==> config.mk <==
export PLATFORM = sky130hd
export DESIGN_NAME = stickman_motion_flat
export DESIGN_NICKNAME = d
export VERILOG_FILES = /design/src/rtl/stickman_motion_pkg.sv /design/src/rtl/stickman_motion_if.sv /design/src/rtl/stickman_motion_frame_tick.sv /design/src/rtl/stickman_motion.sv /design/src/flat_wrapper.sv
export SDC_FILE = /design/constraint.sdc
export NUM_CORES = 1
export LEC_CHECK = 0
export ABC_CLOCK_PERIOD_IN_PS = 4200
export CORE_UTILIZATION = 35
export DETAILED_ROUTE_END_ITERATION = 7
export PLACE_DENSITY = 0.59
export SLEW_MARGIN = 20
export SYNTH_ARGS = -nofsm -noshare
export SYNTH_HDL_FRONTEND = slang
export SYNTH_HIERARCHICAL = 1
export SYNTH_SLANG_ARGS = --single-unit
==> constraint.sdc <==
create_clock -name Clk -period 4.2 [get_ports Clk]
set_input_delay 0.84 -clock Clk [delete_from_list [all_inputs] [get_ports Clk]]
set_output_delay 0.84 -clock Clk [all_outputs]
set_load 0.02 [all_outputs]
==> src/rtl/stickman_motion_pkg.sv <==
// stickman_pkg: shared types and constants for the stickman motion engine.
//   motion_t   : jump state machine encoding
//   ST_*       : bit positions inside the one-hot game status word
//   KEY_SPACE  : keycode of the jump key
package stickman_pkg;

  typedef enum logic [1:0] {
    IDLE     = 2'd0,
    GROUNDED = 2'd1,
    RISING   = 2'd2,
    FALLING  = 2'd3
  } motion_t;

  localparam int ST_SELECT = 4;
  localparam int ST_WAIT   = 3;
  localparam int ST_PLAY   = 2;
  localparam int ST_WIN    = 1;
  localparam int ST_LOSE   = 0;

  localparam logic [7:0] KEY_SPACE = 8'h2C;

endpackage

==> src/rtl/stickman_motion_if.sv <==
// stickman_motion_if: game-side bundle around the motion engine.
//   keycode     : last received key (8'h00 = none)
//   status      : one-hot game status (SELECT/WAIT/PLAY/WIN/LOSE)
//   GroundY     : ground row under the stickman column
//   StickmanTop : top row of the stickman
//   on_ground   : high while grounded
//   jump_pulse  : one-Clk pulse on a jump launch
// master = game side (drives inputs), slave = motion engine.
interface stickman_motion_if;
  import stickman_pkg::*;

  logic [7:0]        keycode;
  logic [ST_SELECT:0] status;
  logic [9:0]        GroundY;
  logic [9:0]        StickmanTop;
  logic              on_ground;
  logic              jump_pulse;

  modport master (
    output keycode, status, GroundY,
    input  StickmanTop, on_ground, jump_pulse
  );

  modport slave (
    input  keycode, status, GroundY,
    output StickmanTop, on_ground, jump_pulse
  );

endinterface

==> src/rtl/stickman_motion_frame_tick.sv <==
// frame_tick_sync: brings the asynchronous ~60 Hz frame strobe into the Clk
// domain and produces a one-Clk tick per frame_clk rising edge.
//   Clk, Reset_n : system clock, synchronous active-low reset
//   frame_clk    : asynchronous frame strobe
//   tick         : registered one-Clk pulse per frame
module frame_tick_sync (
  input  logic Clk,
  input  logic Reset_n,
  input  logic frame_clk,
  output logic tick
);

  logic s1, s2;

  // The edge pulse is registered so downstream sees a clean, glitch-free
  // strobe; the motion update therefore lands 3 Clk after the frame rise.
  always_ff @(posedge Clk) begin
    if (!Reset_n) begin
      s1   <= 1'b0;
      s2   <= 1'b0;
      tick <= 1'b0;
    end else begin
      s1   <= frame_clk;
      s2   <= s1;
      tick <= s1 & ~s2;
    end
  end

endmodule

==> src/rtl/stickman_motion.sv <==
// stickman_motion: per-frame vertical motion engine for the stickman.
//   Clk, Reset_n : system clock, synchronous active-low reset
//   frame_clk    : asynchronous frame strobe, one update per rising edge
//   bus (slave)  : keycode/status/GroundY in, StickmanTop/on_ground/jump_pulse out
// Jump state machine with signed velocity, gravity, an air-jump budget and
// snap-to-ground landing. All position math is 11-bit signed and range
// checked before truncation to the 10-bit row.
module stickman_motion
  import stickman_pkg::*;
#(
  parameter logic [9:0] START_TOP = 10'd330,
  parameter logic [9:0] HEIGHT    = 10'd50,
  parameter logic [5:0] JUMP_V    = 6'd12,
  parameter logic [5:0] GRAVITY   = 6'd1,
  parameter logic [5:0] MAX_FALL  = 6'd12,
  parameter logic [9:0] MAX_TOP   = 10'd430,
  parameter logic [7:0] JUMP_KEY  = KEY_SPACE,
  parameter logic [1:0] AIR_JUMPS = 2'd1
) (
  input  logic              Clk,
  input  logic              Reset_n,
  input  logic              frame_clk,
  stickman_motion_if.slave  bus
);

  localparam logic signed [10:0] HEIGHT_S   = $signed({1'b0, HEIGHT});
  localparam logic signed [10:0] MAX_TOP_S  = $signed({1'b0, MAX_TOP});
  localparam logic signed [10:0] GRAVITY_S  = $signed({5'd0, GRAVITY});
  localparam logic signed [10:0] MAX_FALL_S = $signed({5'd0, MAX_FALL});
  localparam logic signed [6:0]  JUMP_V7    = $signed({1'b0, JUMP_V});
  localparam logic signed [6:0]  MAX_FALL7  = $signed({1'b0, MAX_FALL});

  logic              tick;
  motion_t           state, state_n;
  logic [9:0]        top, top_n;
  logic signed [6:0] vel, vel_n, vel_tmp;
  logic [1:0]        jumps_left, jumps_n;
  logic              jump_req, consume;
  logic              jump_pulse_q, pulse_n;
  logic [7:0]        key_prev;

  logic play, sel_wait, win_lose;
  logic signed [10:0] top_s, vel_s, new_top, new_bot, old_bot, gnd_s, snap, vel_sum;

  assign play     = bus.status[ST_PLAY];
  assign sel_wait = bus.status[ST_SELECT] | bus.status[ST_WAIT];
  assign win_lose = bus.status[ST_WIN]    | bus.status[ST_LOSE];

  frame_tick_sync u_tick (
    .Clk       (Clk),
    .Reset_n   (Reset_n),
    .frame_clk (frame_clk),
    .tick      (tick)
  );

  // Edge-detected jump request: a held key raises it only once. It survives
  // until a launch consumes it, so a press that cannot be serviced mid-air
  // launches on the first tick after landing.
  always_ff @(posedge Clk) begin
    if (!Reset_n) begin
      key_prev <= 8'h00;
      jump_req <= 1'b0;
    end else begin
      key_prev <= bus.keycode;
      if (!play)
        jump_req <= 1'b0;
      else if (bus.keycode == JUMP_KEY && key_prev != JUMP_KEY)
        jump_req <= 1'b1;
      else if (consume)
        jump_req <= 1'b0;
    end
  end

  // State register (also carries the motion datapath registers).
  always_ff @(posedge Clk) begin
    if (!Reset_n || sel_wait) begin
      state        <= IDLE;
      top          <= START_TOP;
      vel          <= 7'sd0;
      jumps_left   <= AIR_JUMPS;
      jump_pulse_q <= 1'b0;
    end else if (win_lose) begin
      jump_pulse_q <= 1'b0;
    end else begin
      state        <= state_n;
      top          <= top_n;
      vel          <= vel_n;
      jumps_left   <= jumps_n;
      jump_pulse_q <= pulse_n;
    end
  end

  always_comb begin
    top_s   = $signed({1'b0, top});
    vel_s   = $signed({{4{vel[6]}}, vel});
    gnd_s   = $signed({1'b0, bus.GroundY});
    new_top = top_s + vel_s;
    old_bot = top_s + HEIGHT_S;
    new_bot = new_top + HEIGHT_S;
    snap    = gnd_s - HEIGHT_S;
  end

  // Next-state logic: everything moves only on a tick while playing.
  always_comb begin
    state_n = state;
    top_n   = top;
    vel_n   = vel;
    jumps_n = jumps_left;
    pulse_n = 1'b0;
    consume = 1'b0;
    vel_tmp = vel;
    vel_sum = 11'sd0;
    if (tick && play) begin
      case (state)
        IDLE: state_n = GROUNDED;
        GROUNDED: begin
          // Jump wins over ground loss on the same tick.
          if (jump_req) begin
            state_n = RISING;
            vel_n   = -JUMP_V7;
            jumps_n = AIR_JUMPS;
            pulse_n = 1'b1;
            consume = 1'b1;
          end else if (old_bot < gnd_s) begin
            state_n = FALLING;
            vel_n   = 7'sd0;
          end
          // Ground above the bottom: hold; the game FSM flags the crash.
        end
        RISING, FALLING: begin
          if (jump_req && jumps_left != 2'd0) begin
            state_n = RISING;
            vel_n   = -JUMP_V7;
            jumps_n = jumps_left - 2'd1;
            pulse_n = 1'b1;
            consume = 1'b1;
          end else if (state == FALLING && old_bot <= gnd_s && new_bot >= gnd_s) begin
            // Crossed the ground line this frame: snap onto it.
            if (snap < 11'sd0)          top_n = 10'd0;
            else if (snap > MAX_TOP_S)  top_n = MAX_TOP;
            else                        top_n = snap[9:0];
            vel_n   = 7'sd0;
            state_n = GROUNDED;
          end else begin
            if (new_top < 11'sd0) begin
              top_n   = 10'd0;
              vel_tmp = 7'sd0;   // head hit the ceiling: kill upward speed
            end else if (new_top > MAX_TOP_S) begin
              top_n   = MAX_TOP;
            end else begin
              top_n   = new_top[9:0];
            end
            vel_sum = $signed({{4{vel_tmp[6]}}, vel_tmp}) + GRAVITY_S;
            vel_n   = (vel_sum > MAX_FALL_S) ? MAX_FALL7 : vel_sum[6:0];
            state_n = vel_n[6] ? RISING : FALLING;
          end
        end
        default: state_n = IDLE;
      endcase
    end
  end

  // Outputs.
  always_comb begin
    bus.StickmanTop = top;
    bus.on_ground   = (state == GROUNDED);
    bus.jump_pulse  = jump_pulse_q;
  end

endmodule
==> src/flat_wrapper.sv <==
// flat-port wrapper written by rule: the top's interface ports become plain ports
module stickman_motion_flat import stickman_pkg::*;
#(
  parameter logic [9:0] START_TOP = 10'd330,
  parameter logic [9:0] HEIGHT    = 10'd50,
  parameter logic [5:0] JUMP_V    = 6'd12,
  parameter logic [5:0] GRAVITY   = 6'd1,
  parameter logic [5:0] MAX_FALL  = 6'd12,
  parameter logic [9:0] MAX_TOP   = 10'd430,
  parameter logic [7:0] JUMP_KEY  = KEY_SPACE,
  parameter logic [1:0] AIR_JUMPS = 2'd1
)
  (Clk, Reset_n, frame_clk, bus_keycode, bus_status, bus_GroundY, bus_StickmanTop, bus_on_ground, bus_jump_pulse);
  stickman_motion_if bus_i ();
  input  logic Clk;
  input  logic Reset_n;
  input  logic frame_clk;
  input wire logic [$bits(bus_i.keycode)-1:0] bus_keycode;
  input wire logic [$bits(bus_i.status)-1:0] bus_status;
  input wire logic [$bits(bus_i.GroundY)-1:0] bus_GroundY;
  output wire logic [$bits(bus_i.StickmanTop)-1:0] bus_StickmanTop;
  output wire logic [$bits(bus_i.on_ground)-1:0] bus_on_ground;
  output wire logic [$bits(bus_i.jump_pulse)-1:0] bus_jump_pulse;
  assign bus_i.keycode = bus_keycode;
  assign bus_i.status = bus_status;
  assign bus_i.GroundY = bus_GroundY;
  assign bus_StickmanTop = bus_i.StickmanTop;
  assign bus_on_ground = bus_i.on_ground;
  assign bus_jump_pulse = bus_i.jump_pulse;
  stickman_motion #(.START_TOP(START_TOP), .HEIGHT(HEIGHT), .JUMP_V(JUMP_V), .GRAVITY(GRAVITY), .MAX_FALL(MAX_FALL), .MAX_TOP(MAX_TOP), .JUMP_KEY(JUMP_KEY), .AIR_JUMPS(AIR_JUMPS)) u_core (.Clk(Clk), .Reset_n(Reset_n), .frame_clk(frame_clk), .bus(bus_i));
endmodule
### Word-level counts from Yosys, hierarchy flattened

Cells that the tools add are included.

| word-level totals | value |
|---|---|
| output and inout port bits | 12 |
| register bits after elaboration | 34 |
| word-level logic and storage cells | 87 |
| bits of input ports | 26 |

| operators by class | value |
|---|---|
| add/subtract/negate cells | 6 |
| order comparisons | 8 |
| eq/ne operators | 8 |
| mux-type cells | 31 |
| bitwise operators | 6 |
| reduce and logical (&&, ||, !) cells | 18 |

Operators by type and width:

| kind | number |
|---|---|
| $mux W7 | 10 |
| $mux W10 | 5 |
| $gt A11 B10 Y1 const B | 2 |
| $lt A11 B1 Y1 const B | 2 |
| $pmux W7 S2 | 1 |
| $mux W2 | 6 |
| $add A10 B6 Y11 const B | 1 |
| $add A11 B7 Y11 | 1 |
| $add A11 B7 Y11 const B | 1 |
| $ge A11 B11 Y1 | 1 |
| $gt A11 B5 Y1 const B | 1 |
| $le A11 B11 Y1 | 1 |
| $lt A11 B11 Y1 | 1 |
| $sub A10 B6 Y11 const B | 1 |
| $add A7 B2 Y8 const B | 1 |
| $eq A8 B6 Y1 const B | 1 |
| $ne A8 B6 Y1 const B | 1 |
| $reduce_and A4 Y1 | 2 |
| $mux W1 | 6 |
| $pmux W2 S3 | 1 |
| $reduce_bool A2 Y1 | 3 |
| $logic_and A1 B1 Y1 | 5 |
| $reduce_and A5 Y1 | 1 |
| $eq A2 B2 Y1 const B | 2 |
| other kinds (15) | 20 |

### Longest topological paths before layout

| logic depth | value |
|---|---|
| word-level depth | 15 |
| gate-level depth with buffers | 22 |
| depth with buffers taken out | 22 |

### Hierarchy

The synthesis kept the hierarchy.

By module, submodules not included:

| module | seq. area each (um^2) | cells each | times used | area each (um^2) |
|---|---|---|---|---|
| stickman_motion | 620.6 | 410 | 1 | 3183.1 |
| frame_tick_sync | 60.1 | 6 | 1 | 81.3 |

### Worst setup path after synthesis

Ideal clock, no wire load.

| timing | value |
|---|---|
| path type | register -> register |
| from | register u_core.top[0], in the netlist u_core/bus.StickmanTop[0] |
| to | register u_core.vel[4] |
| required time | 4.072 ns |
| arrival time | 3.865 ns |
| library setup time | 0.128 ns |
| slack | 0.206 ns |
| clock period less this slack | 3.994 ns |
| path buffers | 0 |
| stages on the path, launching flop included | 18 |
| cells stage by stage | dfxtp_1 -> ha_1 -> inv_1 -> fa_1 -> and2b_1 -> o211ai_1 -> a2111oi_2 -> o21ai_0 -> nor2_1 -> nand2_1 -> xnor2_1 -> ha_1 -> o211ai_1 -> o21ai_0 -> nand4_1 -> or3_4 -> o21ai_0 -> o21ai_0 |

| on the way | value |
|---|---|
| word-level cells in the longest chain between the ends | 13 |
| elaborated cells on any way between the ends | 22 |
| those cells by class | add/sub (4); order compare (5); eq/ne (1); mux (9); reduce/logical (3) |

Ends and longest elaborated chain:

| what | line | text |
|---|---|---|
| start: declaration | stickman_motion.sv:35 | `logic [9:0] top, top_n;` |
| start signal: assignment | stickman_motion.sv:86 | `top <= top_n;` |
| $add A11 B7 Y11 | stickman_motion.sv:97 | `new_top = top_s + vel_s;` |
| $lt A11 B1 Y1 | stickman_motion.sv:145 | `if (new_top < 11'sd0) begin` |
| $mux W7 | stickman_motion.sv:145 |  |
| $mux W7 | stickman_motion.sv:137 | `end else if (state == FALLING && old_bot <= gnd_s && new_bot >= gnd_s) begin` |
| $mux W7 | stickman_motion.sv:131 | `if (jump_req && jumps_left != 2'd0) begin` |
| $mux W7 | stickman_motion.sv:114 | `case (state)` |
| $mux W7 | stickman_motion.sv:113 | `if (tick && play) begin` |
| $add A7 B2 Y8 | stickman_motion.sv:153 | `vel_sum = $signed({{4{vel_tmp[6]}}, vel_tmp}) + GRAVITY_S;` |
| $gt A11 B5 Y1 | stickman_motion.sv:154 | `vel_n = (vel_sum > MAX_FALL_S) ? MAX_FALL7 : vel_sum[6:0];` |
| $mux W7 | stickman_motion.sv:154 |  |
| $mux W7 | stickman_motion.sv:137 |  |
| $mux W7 | stickman_motion.sv:131 |  |
| $pmux W7 S2 | stickman_motion.sv:114 |  |
| end signal: assignment | stickman_motion.sv:87 | `vel <= vel_n;` |
| end: declaration | stickman_motion.sv:36 | `logic signed [6:0] vel, vel_n, vel_tmp;` |

Parallel ways exist; a longest one is shown, timed or not. The select of a mux whose other input is x is not followed.
A chain may end at the register's enable or synchronous reset.

### Worst setup path after layout

| timing | value |
|---|---|
| from | register u_core.top[0], in the netlist u_core/bus.StickmanTop[0] |
| to | register u_core.top[0], in the netlist u_core/bus.StickmanTop[0] |

| on the way | value |
|---|---|
| word-level cells in the longest chain between the ends | 5 |
| elaborated cells on any way between the ends | 12 |
| those cells by class | add/sub (3); order compare (4); mux (3); reduce/logical (2) |

Ends and longest elaborated chain:

| what | line | text |
|---|---|---|
| $add A11 B7 Y11 / $add A10 B6 Y11 (equally long branches) | stickman_motion.sv:97, stickman_motion.sv:98 |  |
| $add A11 B7 Y11, or another cell as far along | stickman_motion.sv:99 | `new_bot = new_top + HEIGHT_S;` |
| $ge A11 B11 Y1, or another cell as far along | stickman_motion.sv:137 |  |
| $logic_and A1 B1 Y1 / $mux W10 (equally long branches) | stickman_motion.sv:137, stickman_motion.sv:145 |  |
| $mux W10 * | stickman_motion.sv:137 |  |

Mark *: on every way between the ends. The rest lies on a longest branch, timed or not.

==> reports/results.ini <==
[status]
status=finished, final reports clean

[critical_path]
startpoint_type=flop
worst-r2r-cell-count=17
r2r_start=u_core/bus.StickmanTop[0]
rrSetupSlack_ns=0.11
crit_type=flop to flop
cp_max_fo=4
crit_path_end_kind=flop
crit_required_ns=4.43
arrival_ns=4.32
rr_endpoint=u_core/bus.StickmanTop[0]

[detailed_routing]
wl_mm=9.75
dr.pass1.iters=6
drt-vias-per-instance=5.61
post-route-drc-count=0
antenna_left=0
num_vias=3352
drt-initial-drc-count=215
post_drt_wl_per_cell_um=16.3

[synth]
ys.flop_type=dfxtp_1
synth_seq_cells=34
syn_area_sq_um=3260
synth.distinct_cells=73
ys_seq_area_share_pct=20.9
syn_nets=480
synth.avg_cell_area_sq_um=7.85
synth-edff-count=0
yosysWarningCount=6
ys_async_sr_fraction_pct=0
postSynthCellCount=416

[cts]
cts_buffer_depth=2
clock_latency_ns=0.30
htree_levels=2
clockRootBuffer=clkbuf_8
cts_tree=built
cts_buffers=5
cts-hold-fix-buffers=0
cts_sinks=34
clk_pin_slew_ns=0.08

[global_routing]
antenna_found_initial=0
grt_use_total_pct=20.5
grt_max_degree=15
grt_pass1_vias=3166
grt-ovfl-total=0
grt_pass1_wl_mm=15.8

[power_and_ir_drop]
clockPowerShare_pct=46.6
switchingPower_uw=193
switching_share_pct=23.8
seqPwrFrac_pct=40.7
max-vdd-ir-drop_uv=101
power.leakage_nw=1.77
pwr-share-comb_pct=12.7
p_int_uw=615
power-per-cell-area_nw_per_um2=191

[flow_run]
maxCapViolCount=0

[timing]
setup_ws_ns=0.111
min_period_ns=4.09
slew_violations=0
hold_viol=0
finalSetupViolations=0
slew_headroom_pct=51.0
fin_crit_sh_pct=97.4
finClkSkew_ns=0.0105
rsz0062_at_grt=yes
tightest_slew_ns=0.729
fmax_ghz=0.245

[floorplanning]
dieArea_sq_um=9720
core_sq_um=8890
initial_core_util_pct=36.7
rows=34
die_x_um=98.6
die_y_um=98.6
num_io_pins=38

[final_layout]
seq_area_sq_um=688
stdcell_area_sq_um=4220
fillCellCount=884
area_delta_synth_final_pct=29.2
diodes=0
fin_nets=553
multi_input_area_sq_um=2520
drive_gt1_share_pct=15.3
finish.utilization_pct=47.4

[min_path]
whs_path_depth=1
hold_end=u_core/u_tick/s2
holdCritPathClass=flop to flop
min_from=u_core/u_tick/s1

[placed_design]
io_buffers=37
dpl_cell_area_sq_um=3970
dp_hpwl_mm=7.60
gp_congestion=0.983
place_ws_ns=-0.0471

-- worst max-delay path, cell delays in order (launching register included) --
cell and delay, ns:
dfxtp_4 0.37, ha_4 0.13, inv_1 0.04, fa_1 0.38
and2b_1 0.24, o211ai_1 0.26, a2111oi_4 0.49, o21ai_2 0.09
nor2_1 0.14, nand2_1 0.08, xnor2_1 0.13, ha_1 0.31
o211ai_1 0.09, o21ai_1 0.16, nand4_1 0.23, or3_4 0.50
nor4b_2 0.26, a211o_1 0.13
-- flip-flops by register name, summed over array words and instances, names as in the netlist --
register and cells:
u_core/u_tick/s1 1, u_core/bus.jump_pulse 1, u_core/jumps_left 2, u_core/jump_req 1
u_core/state 2, u_core/key_prev 8, u_core/u_tick/tick 1, u_core/vel 7
u_core/u_tick/s2 1, u_core/bus.StickmanTop 10
-- cells by family after synthesis --
group           count (synthesis)  share of synthesized area [%]
simple gates                  161                           25.5
compound gates                121                           26.1
fa+ha+maj                      38                           14.8
flops                          34                           20.9
buf+inv                        31                           4.10
xor+xnor                       28                           7.74
mux                             3                          0.920
-- how the worst max path moves through the flow --
stage	startpoint	to	slack, ns	cells after the start
finish	u_core/bus.StickmanTop[0]	u_core/bus.StickmanTop[0]	0.11	17
CTS	u_core/bus.StickmanTop[4]	u_core/bus.StickmanTop[0]	0.02	15
detailed placement	u_core/bus.StickmanTop[0]	u_core/vel[4]	-0.05	17
global placement	u_core/bus.StickmanTop[4]	u_core/bus.StickmanTop[3]	0.10	16
floorplan	u_core/bus.StickmanTop[0]	u_core/vel[4]	0.21	17
global route	u_core/bus.StickmanTop[0]	u_core/vel[2]	-0.06	21
-- power by group through the flow --
stage | Clock (mW) | Sequential (mW) | Combinational (mW)
floorplan | 0 | 0.336 | 0.0528
global placement | 0 | 0.337 | 0.100
detailed placement | 0 | 0.337 | 0.101
CTS | 0.383 | 0.329 | 0.101
global route | 0.401 | 0.329 | 0.113
finish | 0.377 | 0.328 | 0.102
-- Yosys cell counts, types with 5 or more instances --
master    count  area share (%)
ha_1         37              14
nor2_1       39             4.5
nor2b_1       6             1.1
nand3_1      10             1.5
o211ai_1      7             1.6
inv_1        25             2.9
a311oi_1      5             1.3
nor3_1        8             1.2
a21o_1        9             2.1
nand4_1       6             1.1
nand2_1      41             4.7
xor2_1       13             3.5
o21ai_0      21             3.2
dfxtp_1      34              21
and2_1       13             2.5
nor4_1        7             1.3
a21oi_1      29             4.4
xnor2_1      14             3.8
-- layout make-up --
class	instances	share of cell area, %
clock inverters	3	1.63
well taps	108	3.20
inverters	25	2.23
flip-flops and latches	34	16.3
multi-input cells	351	59.7
clock buffers	5	1.63
repair buffers	72	15.3
-- per-layer routing --
| metal | part of all wire (%) | global-route usage, % | routed length, um | vias up |
|---|---|---|---|---|
| met5 | 0 | 0 | 0 | - |
| met4 | 1.3 | 5.51 | 131 | 0 |
| met3 | 4.0 | 2.41 | 393 | 14 |
| met2 | 44 | 31.7 | 4320 | 98 |
| met1 | 50 | 30.0 | 4900 | 1558 |
| li1 | - | - | - | 1682 |
-- metrics by stage --
step           hold slack [ns]  total power [mW]  TNS (ns)  cells
6_report                 0.463             0.807         0    598
5_1_grt                  0.511             0.843    -0.205    598
4_1_cts                  0.468             0.813         0    593
3_5_place_dp             0.445             0.437    -0.114    585
3_3_place_gp             0.438             0.437         0    585
2_1_floorplan            0.422             0.389         0    416
-- repair_timing --
item,4_1_cts,5_1_grt
hold endpoints to repair,0,0
endpoints found under the setup margin,7,18
setup buffers,0,5
gates cloned,0,0
pin swaps,1,14
gates resized for setup,2,17
-- cells in the final DEF, fill, tap and decap left out, types with 3 or more instances in the layout --
cell type,n
o21ai_0,18
o21ai_1,4
xor2_1,12
mux2i_1,3
buf_4,34
nand4_1,6
nand3_1,10
o211ai_1,7
nor2b_1,5
and3_1,4
o21ai_2,4
o211a_1,4
a21o_1,9
and2_1,13
nor3_1,8
nor4_1,7
nand2_1,41
dfxtp_1,30
clkbuf_8,5
nand2b_1,4
or3_1,3
a311oi_1,5
clkdlybuf4s50_1,37
o21a_1,4
nor2_1,38
a21oi_1,29
nor4b_1,4
a32o_1,3
dfxtp_2,3
ha_1,35
inv_1,25
a31oi_1,3
xnor2_1,14
o31a_1,4
(Power assumes the default switching activity.)
